## config.mk

```make
export PLATFORM = sky130hd
export DESIGN_NAME = bus_arbiter_rr
export DESIGN_NICKNAME = d
export VERILOG_FILES = /design/src/rtl/bus_arbiter_rr.sv
export SDC_FILE = /design/constraint.sdc
export NUM_CORES = 1
export LEC_CHECK = 0
export ABC_AREA = 1
export BUFFER_PORTS_ARGS = -buffer_cell sky130_fd_sc_hd__buf_2
export CORE_MARGIN = 8
export CORE_UTILIZATION = 49
export CTS_CLUSTER_SIZE = 25
export DETAILED_ROUTE_END_ITERATION = 10
export PLACE_DENSITY = 0.73
export SYNTH_ARGS = -nofsm -noshare
export SYNTH_HDL_FRONTEND = slang
export SYNTH_SLANG_ARGS = --single-unit
```

## constraint.sdc

```tcl
create_clock -name clk -period 1.5 [get_ports clk]
set_input_delay 0.225 -clock clk [delete_from_list [all_inputs] [get_ports clk]]
set_output_delay 0.225 -clock clk [all_outputs]
set_load 0.01 [all_outputs]
```

## src/rtl/bus_arbiter_rr.sv

```systemverilog
// Round-robin arbiter for the 4-input select_bus mux: one owner at a time,
// tenure capped at MAX_HOLD cycles, one dead cycle between successive owners.
module bus_arbiter_rr #(
    parameter int MAX_HOLD = 8
) (
    input  logic       clk,
    input  logic       rst,
    input  logic [3:0] req,
    output logic [3:0] gnt,
    output logic [1:0] sel,
    output logic       enable,
    output logic       timeout,
    output logic       busy
);
    localparam int CW = $clog2(MAX_HOLD + 1);

    typedef enum logic [1:0] {
        ST_IDLE,
        ST_GRANT,
        ST_TURN
    } state_t;

    state_t        r_state;
    state_t        w_state_next;
    logic [3:0]    r_gnt;
    logic [3:0]    w_gnt_next;
    logic [1:0]    r_sel;
    logic [1:0]    w_sel_next;
    logic          r_enable;
    logic          w_enable_next;
    logic          r_timeout;
    logic          w_timeout_next;
    logic          r_busy;
    logic          w_busy_next;
    logic [CW-1:0] r_hold_cnt;
    logic [CW-1:0] w_hold_cnt_next;
    logic [1:0]    r_last_owner;
    logic [1:0]    w_last_owner_next;

    logic          w_any;
    logic [1:0]    w_win;
    logic [1:0]    w_idx;

    // Scan from last_owner+1 upward; iterating the nearest candidate last lets it win.
    always_comb begin
        w_any = |req;
        w_win = 2'd0;
        w_idx = 2'd0;
        for (int i = 4; i >= 1; i--) begin
            w_idx = r_last_owner + 2'(i);
            if (req[w_idx]) begin
                w_win = w_idx;
            end
        end
    end

    always_comb begin
        w_state_next      = r_state;
        w_gnt_next        = r_gnt;
        w_sel_next        = r_sel;
        w_enable_next     = r_enable;
        w_timeout_next    = 1'b0;
        w_busy_next       = r_busy;
        w_hold_cnt_next   = r_hold_cnt;
        w_last_owner_next = r_last_owner;

        case (r_state)
            ST_GRANT: begin
                if (req[r_sel] && (r_hold_cnt < CW'(MAX_HOLD))) begin
                    w_hold_cnt_next = r_hold_cnt + CW'(1);
                end else begin
                    // Still requesting here means the tenure hit the cap.
                    w_state_next      = ST_TURN;
                    w_gnt_next        = 4'b0000;
                    w_enable_next     = 1'b0;
                    w_busy_next       = 1'b1;
                    w_last_owner_next = r_sel;
                    w_timeout_next    = req[r_sel];
                end
            end
            default: begin
                if (w_any) begin
                    w_state_next    = ST_GRANT;
                    w_gnt_next      = 4'b0001 << w_win;
                    w_sel_next      = w_win;
                    w_enable_next   = 1'b1;
                    w_busy_next     = 1'b1;
                    w_hold_cnt_next = CW'(1);
                end else begin
                    w_state_next  = ST_IDLE;
                    w_gnt_next    = 4'b0000;
                    w_enable_next = 1'b0;
                    w_busy_next   = 1'b0;
                end
            end
        endcase
    end

    always_ff @(posedge clk or posedge rst) begin
        if (rst) begin
            r_state      <= ST_IDLE;
            r_gnt        <= 4'b0000;
            r_sel        <= 2'd0;
            r_enable     <= 1'b0;
            r_timeout    <= 1'b0;
            r_busy       <= 1'b0;
            r_hold_cnt   <= '0;
            r_last_owner <= 2'd3;
        end else begin
            r_state      <= w_state_next;
            r_gnt        <= w_gnt_next;
            r_sel        <= w_sel_next;
            r_enable     <= w_enable_next;
            r_timeout    <= w_timeout_next;
            r_busy       <= w_busy_next;
            r_hold_cnt   <= w_hold_cnt_next;
            r_last_owner <= w_last_owner_next;
        end
    end

    assign gnt     = r_gnt;
    assign sel     = r_sel;
    assign enable  = r_enable;
    assign timeout = r_timeout;
    assign busy    = r_busy;

endmodule

```

==> metrics.md <==
| Metric | Value |
|---|---|
| Final GP Congestion | `0.887` |
| Tmin final | `1500 ps` |
| Mean Syn Cell Area | `7.76 um^2` |
| Max Used Layer | `met4` |
| H-tree lvl count | `1` |
| Ys Warns | `0` |
| CORE AREA | `about 1800 um^2` |
| I/O Buffers | `14` |
| Layout cell share with drive strength beyond 1 | `0.406` |
| Met3 routed WL | `around 160 um` |
| Design Area, Final | `1170 um^2` |
| Area delta synth->final | `26.2%` |
| GRT Total Usage | `0.119` |
| Power Total | `2.76 mW` |
| Seq cells post-synth | `16` |
| Reg clk slew, reported paths | `100 ps` |
| DR WL met2 | `878 um` |
| HP Class | `in -> async` |
| WL final | `1930 um` |
| Post-synth net total | `127` |
| Final Hold Fails | `14` |
| Slew headroom | `0.600` |
| Core Rows | `15` |
| Drt first pass iters | `4` |
| Final period util | `1.00` |
| Clk_lat worst skew | `290 ps` |
| Met1 Wirelength | `876 um` |
| Placed cell areas | `between 1000 and 1500 um^2` |
| Leakage | `0.652 nW` |
| DRT iter0 DRCs | `27` |
| Initial antenna violation count | `0` |
| CTS Root Cell | `clkbuf_4` |
| CTS Buf Count | `3` |
| Slew @ Worst Pin | `about 600 ps` |
| Drt drc | `0` |
| Antenna Nets Post-Route | `0` |
| Crit. End Element | `flip-flop` |
| Setup tns final | `-4.94 ps` |
| Post-DP HPWL | `1420 um` |
| Fin Hold WS | `-16.3 ps` |
| CP arrival | `1680 ps` |
| Vias in the first global route | `747` |
| Failing checks | `hold timing, setup timing` |
| Status | `complete, but fails checks` |
| DIE WIDTH | `59.6 um` |
| Synthesized cell area | `931 um^2` |
| Post-layout util | `0.666` |
| Pwr Density | `2350 nW/um^2` |
| Ports | `15` |
| Crit Path Category | `reg -> reg` |
| Max Clock Skew | `between 7 and 8 ps` |
| Critical Path Fanout Max | `7` |
| Peak VDD IR | `1.23 mV` |
| Routed via count | `a little over 800` |
| Max-slew violation count | `0` |
| Setup crit start kind | `flip-flop` |
| Max Cap Viol | `0` |
| Critical Path RT | `about 1700 ps` |
| Register area share after synthesis | `0.433` |
| RSZ-0062 raised after global routing | `true` |
| Routed WL per cell | `11.5 um` |
| Diode count | `0` |
| Clock sink count | `16` |
| Die ar. | `3550 um^2` |
| GR Overflow Total | `0` |
| Synth unique cells | `23` |
| Setup violators final | `1` |
| CTS tree | `built` |
| Clock buffer depth | `2` |
| Largest net degree at the start of global routing | `17` |
| DR vias/cell | `4.92` |
| Max Clock Freq | `664 MHz` |
| Post-Synthesis Cells | `120` |
| Nets | `151` |
| Die H | `59.6 um` |
| First-pass GRT wire length | `between 3000 and 4000 um` |
| Effective utilization at floorplan | `0.528` |
| Final worst setup slack | `-4.94 ps` |
[through the flow]
step	instances	hold WS, ps	worst slack, ps
global placement	159	315	0.522
CTS	165	4.40	6.03
floorplan	120	137	114
finish	168	-16.3	-4.94
detailed placement	159	324	-22.5
global route	168	33.7	-88.3
[state kept, by name, indices dropped and copies added (netlist names)]
| register | count |
|---|---|
| r_hold_cnt | 4 |
| r_state | 2 |
| sel | 2 |
| timeout | 1 |
| gnt | 4 |
| r_last_owner | 2 |
| busy | 1 |
[critical path, stage by stage, from the launching register on]
cell and delay, ps:
dfstp_2 570, buf_12 120, inv_8 50, nand2_1 70, nand3_2 80, nand2_1 60
inv_1 40, nand2_2 80, nand2_2 50, nand2_2 80, nand2_2 50, nand3b_1 80
nand2_1 60
[synthesized netlist by cell type]
cell type,count,area [um^2]
nand2_1,40,150
inv_1,16,60.1
dfrtp_1,14,350
nand2_2,12,75.1
nand3_1,7,35.0
a21oi_1,4,20.0
o21ai_0,4,20.0
nand4_1,3,18.8
nor2_1,3,11.3
dfstp_2,2,52.6
inv_2,2,7.51
nand3_2,2,20.0
buf_6,1,11.3
ha_1,1,12.5
inv_8,1,11.3
nand3b_1,1,7.51
nand3b_4,1,20.0
nor2_2,1,6.26
nor3_1,1,5.00
o21a_1,1,7.51
o21ai_2,1,8.76
o21bai_2,1,11.3
xnor2_1,1,8.76
[placed cells by master (no fill, tap or decap), drive strengths merged]
cell type and instances:
nand2 52, buf 20, inv 19, dfrtp 14
nand3 9, o21ai 5, a21oi 4, clkbuf 4
nor2 4, nand4 3, dfstp 2, nand3b 2
o21a 1, nor3 1, o21bai 1, xnor2 1
ha 1
[what timing repair did]
action	4_1_cts	5_1_grt
gates cloned	0	0
setup buffers	2	3
pin swaps	0	7
resized for setup	2	17
hold buffers	0	0
endpoints found under the setup margin	3	13
[report_power, final]
part           internal (mW)  switching, mW  leakage (nW)
clock                  0.148          0.139        0.0210
combinational          0.712           1.02         0.435
sequential             0.619          0.129         0.196
total                   1.48           1.29         0.652
[layout make-up]
type                    instances  area (um^2)
clock buffers                   4         36.3
fillers                       175          589
inverters                      19         78.8
multi-input cells              84          498
flip-flops and latches         16          403
well taps                      25         31.3
repair buffers                 20          128
[final timing paths]
| path | end | start | slack [ps] | cells past startpoint |
|---|---|---|---|---|
| max | gnt[1]$_DFFE_PP0P_ | r_last_owner[0]$_DFFE_PP1P_ | -5 | 12 |
| min | r_state[0]$_DFFE_PP0P_ | rst | -20 | 2 |
| max reg2reg | gnt[1]$_DFFE_PP0P_ | r_last_owner[0]$_DFFE_PP1P_ | -5 | 12 |
| min reg2reg | gnt[2]$_DFFE_PP0P_ | gnt[2]$_DFFE_PP0P_ | 490 | 2 |
| max in group asynchronous | r_hold_cnt[2]$_DFFE_PP0P_ | rst | 1120 | 2 |
| min in group clk | timeout$_DFF_PP0_ | req[3] | 360 | 5 |
[kinds of logic (layout without fill, tap and decap cells)]
kind of cell,count (synthesis),in the layout,synth area share
flops,16,16,0.433
fa+ha+maj,1,1,0.0134
xor+xnor,1,1,0.00941
buf+inv,20,43,0.0968
simple gates,71,71,0.375
compound gates,11,11,0.0726
[routing by layer]
metal	global-route usage	vias to the layer above
li1	-	418
met1	0.148	386
met2	0.168	21
met3	0.0672	2
met4	0.0340	0
met5	0	-
No activity file was read; power rests on OpenSTA's default activity.
